### config.mk
export PLATFORM = sky130hd
export DESIGN_NAME = multicycle_controller
export DESIGN_NICKNAME = d
export VERILOG_FILES = /design/src/rtl/multicycle_pkg.sv /design/src/rtl/multicycle_controller_alu_decoder.sv /design/src/rtl/multicycle_controller.sv
export SDC_FILE = /design/constraint.sdc
export NUM_CORES = 1
export LEC_CHECK = 0
export ABC_AREA = 0
export BUFFER_PORTS_ARGS = -buffer_cell sky130_fd_sc_hd__buf_2
export CORE_AREA = 2 2 57 46
export DETAILED_ROUTE_END_ITERATION = 10
export DIE_AREA = 0 0 59 48
export PLACE_DENSITY_LB_ADDON = 0.05
export SLEW_MARGIN = 40
export SYNTH_ARGS = -nofsm -noshare
export SYNTH_HDL_FRONTEND = slang
export SYNTH_SLANG_ARGS = --single-unit
### constraint.sdc
create_clock -name clk -period 2 [get_ports clk]
set_input_delay 0.3 -clock clk [delete_from_list [all_inputs] [get_ports clk]]
set_output_delay 0.3 -clock clk [all_outputs]
set_load 0.05 [all_outputs]
### src/rtl/multicycle_pkg.sv
// Shared encodings for the multi-cycle RV32I controller: FSM states, opcodes,
// datapath mux selects and ALU control codes.
package multicycle_pkg;

   typedef enum logic [3:0] {
      FETCH    = 4'd0,
      DECODE   = 4'd1,
      MEMADR   = 4'd2,
      MEMREAD  = 4'd3,
      MEMWB    = 4'd4,
      MEMWRITE = 4'd5,
      EXECR    = 4'd6,
      EXECI    = 4'd7,
      ALUWB    = 4'd8,
      BRANCH   = 4'd9,
      JAL      = 4'd10,
      LUI      = 4'd11,
      AUIPC    = 4'd12
   } stateT;

   localparam logic [6:0] OP_LOAD   = 7'b0000011;
   localparam logic [6:0] OP_STORE  = 7'b0100011;
   localparam logic [6:0] OP_RTYPE  = 7'b0110011;
   localparam logic [6:0] OP_ITYPE  = 7'b0010011;
   localparam logic [6:0] OP_BRANCH = 7'b1100011;
   localparam logic [6:0] OP_JAL    = 7'b1101111;
   localparam logic [6:0] OP_LUI    = 7'b0110111;
   localparam logic [6:0] OP_AUIPC  = 7'b0010111;

   localparam logic [1:0] ALUOP_ADD   = 2'b00;
   localparam logic [1:0] ALUOP_SUB   = 2'b01;
   localparam logic [1:0] ALUOP_FUNCT = 2'b10;

   localparam logic [1:0] RES_ALUOUT    = 2'b00;
   localparam logic [1:0] RES_DATA      = 2'b01;
   localparam logic [1:0] RES_ALURESULT = 2'b10;

   localparam logic [1:0] SRCA_PC    = 2'b00;
   localparam logic [1:0] SRCA_OLDPC = 2'b01;
   localparam logic [1:0] SRCA_A     = 2'b10;
   localparam logic [1:0] SRCA_ZERO  = 2'b11;

   localparam logic [1:0] SRCB_B    = 2'b00;
   localparam logic [1:0] SRCB_IMM  = 2'b01;
   localparam logic [1:0] SRCB_FOUR = 2'b10;

   localparam logic [2:0] IMM_I = 3'b000;
   localparam logic [2:0] IMM_S = 3'b001;
   localparam logic [2:0] IMM_B = 3'b010;
   localparam logic [2:0] IMM_J = 3'b011;
   localparam logic [2:0] IMM_U = 3'b100;

   localparam logic [2:0] ALU_ADD = 3'b000;
   localparam logic [2:0] ALU_SUB = 3'b001;
   localparam logic [2:0] ALU_AND = 3'b010;
   localparam logic [2:0] ALU_OR  = 3'b011;
   localparam logic [2:0] ALU_SLT = 3'b101;

   function automatic logic [2:0] immSrcFor(input logic [6:0] op);
      case (op)
         OP_STORE:         return IMM_S;
         OP_BRANCH:        return IMM_B;
         OP_JAL:           return IMM_J;
         OP_LUI, OP_AUIPC: return IMM_U;
         default:          return IMM_I;
      endcase
   endfunction

endpackage

### src/rtl/multicycle_controller_alu_decoder.sv
// Combinational ALU decoder: maps the FSM's ALU-op class plus funct fields to
// the ALU control code.
module alu_decoder
   import multicycle_pkg::*;
(
   input  logic [1:0] aluOp,
   input  logic [2:0] funct3,
   input  logic       op5,
   input  logic       funct7b5,
   output logic [2:0] aluControl
);

   always_comb begin
      aluControl = ALU_ADD;
      case (aluOp)
         ALUOP_SUB: aluControl = ALU_SUB;
         ALUOP_FUNCT: begin
            case (funct3)
               // addi never subtracts: only R-type (op5=1) honours funct7b5
               3'b000:  aluControl = (op5 & funct7b5) ? ALU_SUB : ALU_ADD;
               3'b010:  aluControl = ALU_SLT;
               3'b110:  aluControl = ALU_OR;
               3'b111:  aluControl = ALU_AND;
               default: aluControl = ALU_ADD;
            endcase
         end
         default: aluControl = ALU_ADD;
      endcase
   end

endmodule

### src/rtl/multicycle_controller.sv
// Main FSM for the shared-memory multi-cycle RV32I datapath: sequences fetch,
// decode, execute, memory and write-back, stalling on mem_ready.
module multicycle_controller
   import multicycle_pkg::*;
#(
   parameter logic [3:0] RESET_STATE = 4'd0
) (
   input  logic       clk,
   input  logic       rst_n,
   input  logic [6:0] op,
   input  logic [2:0] funct3,
   input  logic       funct7b5,
   input  logic       zero,
   input  logic       mem_ready,
   output logic       pc_write,
   output logic       adr_src,
   output logic       mem_write,
   output logic       ir_write,
   output logic       reg_write,
   output logic [1:0] result_src,
   output logic [1:0] alu_src_a,
   output logic [1:0] alu_src_b,
   output logic [2:0] imm_src,
   output logic [2:0] alu_control,
   output logic       illegal_op,
   output logic [3:0] state_dbg
);

   stateT      state;
   logic       illegalOp;
   logic [1:0] aluOp;
   logic       pcWriteRaw;
   logic       memWriteRaw;
   logic       irWriteRaw;
   logic       regWriteRaw;
   logic       branchTaken;

   always_ff @(posedge clk or negedge rst_n) begin
      if (!rst_n) begin
         state     <= stateT'(RESET_STATE);
         illegalOp <= 1'b0;
      end else begin
         illegalOp <= 1'b0;
         case (state)
            FETCH:    if (mem_ready) state <= DECODE;
            DECODE: begin
               case (op)
                  OP_LOAD, OP_STORE: state <= MEMADR;
                  OP_RTYPE:          state <= EXECR;
                  OP_ITYPE:          state <= EXECI;
                  OP_BRANCH:         state <= BRANCH;
                  OP_JAL:            state <= JAL;
                  OP_LUI:            state <= LUI;
                  OP_AUIPC:          state <= AUIPC;
                  default: begin
                     state     <= FETCH;
                     illegalOp <= 1'b1;
                  end
               endcase
            end
            MEMADR:   state <= op[5] ? MEMWRITE : MEMREAD;
            MEMREAD:  if (mem_ready) state <= MEMWB;
            MEMWB:    state <= FETCH;
            MEMWRITE: if (mem_ready) state <= FETCH;
            EXECR:    state <= ALUWB;
            EXECI:    state <= ALUWB;
            ALUWB:    state <= FETCH;
            BRANCH:   state <= FETCH;
            JAL:      state <= ALUWB;
            LUI:      state <= ALUWB;
            AUIPC:    state <= ALUWB;
            default:  state <= FETCH;
         endcase
      end
   end

   // Only beq/bne are supported; any other branch funct3 never redirects the PC.
   assign branchTaken = (funct3[2:1] == 2'b00) ? (zero ^ funct3[0]) : 1'b0;

   always_comb begin
      pcWriteRaw  = 1'b0;
      adr_src     = 1'b0;
      memWriteRaw = 1'b0;
      irWriteRaw  = 1'b0;
      regWriteRaw = 1'b0;
      result_src  = RES_ALUOUT;
      alu_src_a   = SRCA_PC;
      alu_src_b   = SRCB_B;
      aluOp       = ALUOP_ADD;
      case (state)
         FETCH: begin
            alu_src_a  = SRCA_PC;
            alu_src_b  = SRCB_FOUR;
            result_src = RES_ALURESULT;
            irWriteRaw = mem_ready;
            pcWriteRaw = mem_ready;
         end
         DECODE: begin
            alu_src_a = SRCA_OLDPC;
            alu_src_b = SRCB_IMM;
         end
         MEMADR: begin
            alu_src_a = SRCA_A;
            alu_src_b = SRCB_IMM;
         end
         MEMREAD:  adr_src = 1'b1;
         MEMWB: begin
            result_src  = RES_DATA;
            regWriteRaw = 1'b1;
         end
         MEMWRITE: begin
            adr_src     = 1'b1;
            memWriteRaw = 1'b1;
         end
         EXECR: begin
            alu_src_a = SRCA_A;
            alu_src_b = SRCB_B;
            aluOp     = ALUOP_FUNCT;
         end
         EXECI: begin
            alu_src_a = SRCA_A;
            alu_src_b = SRCB_IMM;
            aluOp     = ALUOP_FUNCT;
         end
         ALUWB: begin
            result_src  = RES_ALUOUT;
            regWriteRaw = 1'b1;
         end
         BRANCH: begin
            alu_src_a  = SRCA_A;
            alu_src_b  = SRCB_B;
            aluOp      = ALUOP_SUB;
            result_src = RES_ALUOUT;
            pcWriteRaw = branchTaken;
         end
         JAL: begin
            alu_src_a  = SRCA_OLDPC;
            alu_src_b  = SRCB_FOUR;
            result_src = RES_ALUOUT;
            pcWriteRaw = 1'b1;
         end
         LUI: begin
            alu_src_a = SRCA_ZERO;
            alu_src_b = SRCB_IMM;
         end
         AUIPC: begin
            alu_src_a = SRCA_OLDPC;
            alu_src_b = SRCB_IMM;
         end
         default: ;
      endcase
   end

   // Strobes are gated by rst_n so no partial write completes while reset is held.
   assign pc_write   = pcWriteRaw & rst_n;
   assign mem_write  = memWriteRaw & rst_n;
   assign ir_write   = irWriteRaw & rst_n;
   assign reg_write  = regWriteRaw & rst_n;
   assign imm_src    = immSrcFor(op);
   assign illegal_op = illegalOp;
   assign state_dbg  = state;

   alu_decoder uAluDecoder (
      .aluOp      (aluOp),
      .funct3     (funct3),
      .op5        (op[5]),
      .funct7b5   (funct7b5),
      .aluControl (alu_control)
   );

endmodule

Word-level counts from Yosys, hierarchy flattened
Cells that the tools add are included.
- muxes and demuxes: 22
- bitwise operators: 6
- equality and inequality tests: 28
- reductions and logical operators: 15
- operators by type and width (kind ; count):
    one-hot mux 4 bit (7 select lines) ; 1
    one-hot mux 3 bit (4 select lines) ; 2
    one-hot mux 4 bit (6 select lines) ; 1
    == test 7 x 6 -> 1 bit (second input constant) ; 3
    == test 4 bit (second input constant) ; 5
    == test 4 x 3 -> 1 bit (second input constant) ; 4
    == test 7 x 5 -> 1 bit (second input constant) ; 2
    == test 7 bit (second input constant) ; 2
    2-to-1 mux 4 bit ; 3
    one-hot mux 2 bit (2 select lines) ; 3
    OR reduction 2 bit ; 6
    OR reduction 5 bit ; 2
    == test 4 x 2 -> 1 bit (second input constant) ; 2
    2-to-1 mux 1 bit ; 8
    OR reduction 8 bit ; 1
    == test 7 x 2 -> 1 bit (second input constant) ; 1
    == test 3 bit (second input constant) ; 2
    inequality test 2 bit (second input constant) ; 3
    one-hot mux 2 bit (3 select lines) ; 1
    one-hot mux 3 bit (2 select lines) ; 1
    AND 1 bit ; 5
    == test 4 x 1 -> 1 bit (second input constant) ; 1
    logical NOT 4 bit ; 1
    OR reduction 4 bit ; 1
    other kinds (10) ; 10
- word-level logic and storage cells: 73
- flip-flop bits (word level): 5

Depth between registers and ports, before layout
Gate-level depths: netlist of run 1.
- depth after elaboration: 5
- mapped depth: 7
- mapped depth without buffers: 7

By module
From an unflattened synthesis of run 1, not the netlist that was laid out.
- cell total of the unflattened synthesis: 104
- area total of the unflattened synthesis: 789.5 um^2
- modules (own cells, without submodules) (module ; times used ; area each (um^2) ; cells each ; sequential area each (um^2)):
    multicycle_controller ; 1 ; 693.2 ; 93 ; 125.1
    alu_decoder ; 1 ; 96.3 ; 11 ; 0.0

Worst setup path after synthesis of run 1
OpenSTA, ideal clock, no wires.
- path type: reg2out
- from: register state[0] (netlist: state_dbg[0])
- to: output alu_control[1]
- path slack: -912 ps
- required time: 1700 ps
- stages on the path, launching flop included: 6
- arrival: 2612 ps
- cell sequence: dfrtp_1 and2b_1 nand2_1 or2_1 ha_1 nor3_1
- cells in the longest elaborated chain, start to end: 5
- elaborated cells on any way between the ends: 8
- classes of those cells: eq/ne (5); mux (2); reduce/logical (1)
- RTL lines (what ; RTL line ; text):
    start: declaration ; multicycle_controller.sv:29 ; stateT state;
    start signal: assignment ; multicycle_controller.sv:40 ; state <= stateT'(RESET_STATE);
    start signal: assignment ; multicycle_controller.sv:61 ; MEMADR: state <= op[5] ? MEMWRITE : MEMREAD;
    == test 4 x 3 -> 1 bit ; multicycle_controller.sv:90 ; case (state)
    OR reduction 2 bit (no line) ; -- ;
    one-hot mux 2 bit (2 select lines) (*) ; multicycle_controller.sv:90 ;
    == test 2 bit or == test 2 x 1 -> 1 bit (tied branches) ; multicycle_controller_alu_decoder.sv:15 ; case (aluOp)
    one-hot mux 3 bit (2 select lines) (*) ; multicycle_controller_alu_decoder.sv:15 ;
    end: declaration ; multicycle_controller.sv:24 ; output logic [2:0] alu_control,
Every way passes the cells marked *; elsewhere a longest branch is shown, timed or not.

Worst setup path after layout of run 1
- from: register state[1] (netlist: state_dbg[1])
- to: output alu_control[1]
The elaborated chain is that of the path after synthesis.

==> impl_metrics.tcl, run 1 <==
set metrics [dict create \
    synth-seq-cells 5 \
    worst_setup_path_start_kind "flip-flop" \
    setup_violations 0 \
    r2r_start "state_dbg[2]" \
    grt_busiest_layer "met2" \
    placedCellCount 163 \
    die_x_um 59 \
    ir_drop_uv 148 \
    yosysSeqAreaShare_pct 16.8 \
    boundaryPins 37 \
    worstSetupEndpointType "primary output" \
    grt.overflow.total 0 \
    syn_to_final_growth_pct 54.3 \
    cts_tree "yes" \
    drtAntennaViolNets 0 \
    cts_inserted_buffers 3 \
    yosys.cell_count.top_type "nor2_1" \
    synth_area_um2 747 \
    cp.required_ns 1.70 \
    portBuffers 36 \
    diodes 0 \
    rsz0062_at_grt "true" \
    finalMaxSlewViolations 0 \
    critPathCapture "alu_control[1]" \
    period_share_pct 100 \
    grtUsageTotal_pct 15.9 \
    grt_max_degree 17 \
    setup_slack_ns 0.000328 \
    synth_top_area_share_pct 16.8 \
    yosys.area_share.simple_pct 37.9 \
    cts_max_level 1 \
    timing.final.hold_violations 0 \
    drt_iter0_drc 18 \
    rr_worst_depth 4 \
    start_util_pct 33.7 \
    clk_latency_ns 0.24 \
    gp_congestion 0.717 \
    dieArea_um2 2830 \
    avgSynthCellArea_um2 7.18 \
    syn_nets 121 \
    ys_types 43 \
    vias_per_cell 5.33 \
    critPathKind "reg2out" \
    grt_pass1_vias 771 \
    layout-drive-gt1-share_pct 51.4 \
    synth_xor_area_share_pct 4.69 \
    fin_cells 169 \
    synth_top_family_by_area "simple AND/OR/NAND/NOR gates" \
    rows 15 \
    via_count 900 \
    met1_usage_pct 22.0 \
    hpwl_um 1670 \
    worstPathArrival_ns 1.70 \
    syn_inst 104 \
    grt_pass1_wl_um 3380 \
    finalWirelength_um 2160 \
    cp-startpoint "state_dbg[1]" \
    ff2ff_setup_slack_ns 0.58 \
    fill_cells 231 \
    synth_compound_area_share_pct 24.6 \
    max_cap_viol_count 0 \
    synth_edf_count 0 \
    power_density_nw_per_um2 484 \
    clock-sinks 5 \
    clockBufferDepth 2 \
    pre_cts_slack_ns 0.0558 \
    synthMuxAreaShare_pct 3.02 \
    met3_usage_pct 1.35 \
    async_flop_share_pct 100 \
    antenna_found_initial 0 \
    synthAdderAreaFrac_pct 3.35 \
    drc 0 \
    clock.fmax_ghz 0.500 \
    core_area_um2 2210 \
    die-height_um 48 \
    min_path_type "in2reg" \
    routedWlPerCell_um 12.8 \
    yosys.area.top_type "dfrtp_1" \
    use_met2_pct 26.0 \
    leakage_nw 0.553 \
    crit_path_max_fanout 2 \
    fin_skew_ns 0.00513 \
    fin_setup_tns_ns 0 \
    slew_headroom_pct 80.7 \
    period_needed_ns 2.00 \
    yosys-top-cells-area "dfrtp_1, a21oi_1, nor2_1" \
    nets 162 \
    root_buffer "clkbuf_4" \
    synth_flop_cell "dfrtp_1" \
    yosysWarningCount 0 \
    worst_pin_slew_ns 0.286 \
    yosys-top-cells-count "nor2_1, nand2_1, a21oi_1" \
    clk_pin_slew_worst_paths_ns 0.04 \
    status "finished, final reports clean" \
    dr.pass1.iters 4 \
    timing.rr.end "state_dbg[3]" \
    finalCoreUtilization_pct 52.0 \
]
layout by cell type (no fill, tap or decap), types with 4 or more instances in the layout:
cell type and count:
or3_1 4, nand2_1 7, buf_2 29, buf_4 8, inv_1 5, nor2_1 8, clkbuf_4 6, dfrtp_2 4
a21oi_1 7
critical path: stages, from the launching register on:
cell and delay (ns):
dfrtp_2 0.39, and2b_1 0.23, nand2_2 0.07, or2_4 0.25
ha_4 0.24, nor3_4 0.12, buf_6 0.18
how the worst min path moves through the flow:
stage	cells after the start	slack [ns]	to	startpoint
floorplan	0	0.004	illegal_op	rst_n
global placement	1	0.15	illegal_op	rst_n
detailed placement	1	0.15	illegal_op	rst_n
CTS	3	0.38	state_dbg[0]	op[1]
global route	3	0.38	state_dbg[1]	op[0]
finish	3	0.39	state_dbg[1]	op[0]
metal layers:
| layer | up-vias | share of wire, % |
|---|---|---|
| li1 | 458 | - |
| met1 | 413 | 47 |
| met2 | 27 | 48 |
| met3 | 2 | 4.5 |
| met4 | 0 | 0.56 |
| met5 | - | 0 |
state kept, by name, summed over array words and instances, names as in the netlist:
register and cells:
illegal_op 1, state_dbg 4
through the flow:
stage          hold slack, ns  total power [mW]  cell area (um^2)
3_3_place_gp            0.146             0.425              1020
3_5_place_dp            0.146             0.426              1020
6_report                0.389             0.558              1150
2_1_floorplan         0.00441             0.348               822
5_1_grt                 0.381             0.593              1150
4_1_cts                 0.378             0.555              1110
timing repair:
item	in CTS	in global routing
hold endpoints to repair	5	0
resized for setup	11	10
hold buffers	1	0
endpoints found under the setup margin	4	7
setup buffers	0	1
pin swaps	3	0
cells by family (layout without fill, tap and decap cells):
| kind of cell | after synthesis | after routing |
|---|---|---|
| simple gates | 50 | 50 |
| fa+ha+maj | 2 | 2 |
| compound gates | 26 | 26 |
| mux | 2 | 2 |
| flops | 5 | 5 |
| buf+inv | 15 | 55 |
| xor+xnor | 4 | 4 |
power breakdown:
part | internal (mW) | total, mW | switching, mW
registers | 0.111 | 0.115 | 0.00485
logic | 0.111 | 0.326 | 0.214
clock network | 0.0754 | 0.117 | 0.0415
final cells by class:
cell class              count  area (um^2)  area share (%)
clock buffers               4         26.3            2.28
inverters                   7         26.3            2.28
multi-input cells          84          663            57.5
flip-flops and latches      5          130            11.3
well taps                  25         31.3            2.71
repair buffers             44          275            23.9
Note: power is estimated with default switching activity, not from simulation.
==> inputs of run 2 (changes only) <==
- PLACE_DENSITY: unset -> 0.62
- PLACE_DENSITY_LB_ADDON: 0.05 -> unset
==> run 2 against run 1 <==
Net effect:
- the run now ends with setup timing left
- register-to-register slack hardly changed
- clock skew is 0.0040 ns lower
- maximum frequency shrank 1.2%
- die area unchanged
- flip-flop and latch count did not move
- total power decreased by 0.50%
- largest cell class unchanged
==> impl_metrics.tcl, run 2 (same netlist as run 1, synthesis figures left out) <==
set metrics [dict create \
    status "finished, violations left" \
    violations "setup timing" \
    cts_max_level 1 \
    clk_latency_ns 0.24 \
    pwr-share-clk_pct 20.5 \
    max_cap_viol_count 0 \
    core_area_um2 2210 \
    cts_inserted_buffers 3 \
    die_x_um 59 \
    period_share_pct 101 \
    drc 0 \
    min_path_type "in2reg" \
    fill_cells 223 \
    largest_reg_flops 4 \
    via_count 890 \
    hpwl_um 1710 \
    routedWlPerCell_um 13.4 \
    setup_violations 1 \
    syn_to_final_growth_pct 54.1 \
    comb_power_share_pct 58.8 \
    worstSetupEndpointType "primary output" \
    grt_pass1_vias 753 \
    grtUsageTotal_pct 16.7 \
    ir_drop_uv 208 \
    clockBufferDepth 2 \
    crit_path_max_fanout 2 \
    r2r_start "state_dbg[2]" \
    layout_common_cells "buf_2, buf_4, nand2_1, nor2_1, a21oi_1" \
    drt_iter0_drc 28 \
    critPathBufInv 1 \
    dieArea_um2 2830 \
    p_int_mw 0.295 \
    diodes 0 \
    fin_setup_tns_ns -0.0241 \
    timing.final.hold_violations 0 \
    worstPathArrival_ns 1.72 \
    boundaryPins 37 \
    switching_share_pct 47.0 \
    fin_skew_ns 0.00109 \
    die-height_um 48 \
    rsz0062_at_grt "true" \
    slew_headroom_pct 78.6 \
    finalWirelength_um 2270 \
    finalCoreUtilization_pct 52.0 \
    cp-startpoint "state_dbg[1]" \
    drtAntennaViolNets 0 \
    nets 162 \
    clock-sinks 5 \
    dr.pass1.iters 4 \
    rows 15 \
    worst_pin_slew_ns 0.318 \
    pwr-share-seq_pct 20.7 \
    grt.overflow.total 0 \
    clock.fmax_ghz 0.494 \
    portBuffers 36 \
    critPathMaxStageDelay_ns 0.39 \
    setup_slack_ns -0.0241 \
    finalPower_mw 0.555 \
    cp.required_ns 1.70 \
    critPathKind "reg2out" \
    grt_pass1_wl_um 3530 \
    gp_congestion 0.807 \
    power.switching_mw 0.261 \
    start_util_pct 33.7 \
    final_common_cell "buf_2" \
    leakage_nw 0.553 \
    crit_chain "and2b_1 -> nand2_1 -> or2_4 -> ha_4 -> a31oi_4 -> nor2_4 -> buf_6" \
    critical-path-slowest-cell "dfrtp_2" \
    antenna_found_initial 0 \
    root_buffer "clkbuf_4" \
    layout-drive-gt1-share_pct 51.4 \
    worst_setup_path_start_kind "flip-flop" \
    clk_pin_slew_worst_paths_ns 0.04 \
    cts_tree "yes" \
    vias_per_cell 5.27 \
    period_needed_ns 2.02 \
    finalMaxSlewViolations 0 \
    crit_family "simple AND/OR/NAND/NOR gates" \
    hp-start "op[1]" \
    grt_max_degree 17 \
    power_density_nw_per_um2 482 \
]
run 2: cell types whose count changed in the layout (fill, tap and decap cells not counted), sizes merged:
| cell | previous run | this run |
|---|---|---|
| buf | 40 | 43 |
| clkbuf | 7 | 4 |
run 2: repair_timing:
action,CTS,global route
gates cloned,0,0
endpoints found under the setup margin,3,7
pin swaps,5,4
hold buffers,1,0
buffers inserted,0,1
gates resized for setup,12,11
hold endpoints to repair,5,0
run 2: path summary, 6_finish.rpt:
kind / end / slack [ns] / cells after the start
max reg2reg: state_dbg[3] / 0.57 / 4
min: state_dbg[0] / 0.37 / 3
min in group asynchronous: state_dbg[2] / 0.43 / 2
max: alu_control[0] / -0.02 / 7
max in group asynchronous: state_dbg[3] / 1.39 / 2
min reg2reg: state_dbg[1] / 0.53 / 1
run 2: power groups by stage:
stage	clock network (mW)	registers, mW	logic (mW)
after detailed placement	0	0.116	0.312
after CTS	0.120	0.115	0.317
after floorplan	0	0.149	0.199
final	0.114	0.115	0.326
after global placement	0	0.116	0.308
after global routing	0.125	0.115	0.350
run 2: metrics by stage:
stage / worst slack, ns / std cells / hold slack, ns / instance area [um^2]
6_report: -0.0241 / 169 / 0.373 / 1150
5_1_grt: -0.0886 / 169 / 0.394 / 1150
4_1_cts: -0.0255 / 168 / 0.369 / 1120
3_5_place_dp: 0.0348 / 163 / 0.145 / 1020
3_3_place_gp: 0.0822 / 163 / 0.145 / 1020
2_1_floorplan: -0.167 / 104 / 0.00441 / 822
run 2: routing by layer:
| metal | part of all wire (%) | track usage (%) | wire length [um] |
|---|---|---|---|
| met2 | 46 | 26.2 | 1050 |
| met4 | 1.7 | 8.64 | 38 |
| met1 | 47 | 23.6 | 1070 |
| met5 | 0 | 0 | 0 |
| met3 | 4.7 | 0.811 | 106 |
run 2: layout make-up:
type	instances	area, um^2	share of cell area, %
flip-flops and latches	5	130	11.3
well taps	25	31.3	2.72
inverters	7	26.3	2.28
multi-input cells	84	664	57.7
repair buffers	44	273	23.7
clock buffers	4	26.3	2.28
run 2: worst reg2reg max path, cell delays in order, from the launching register on:
cell and delay, ns:
dfrtp_2 0.43, buf_4 0.20, nand2b_4 0.16, or3_1 0.32
a221oi_2 0.24
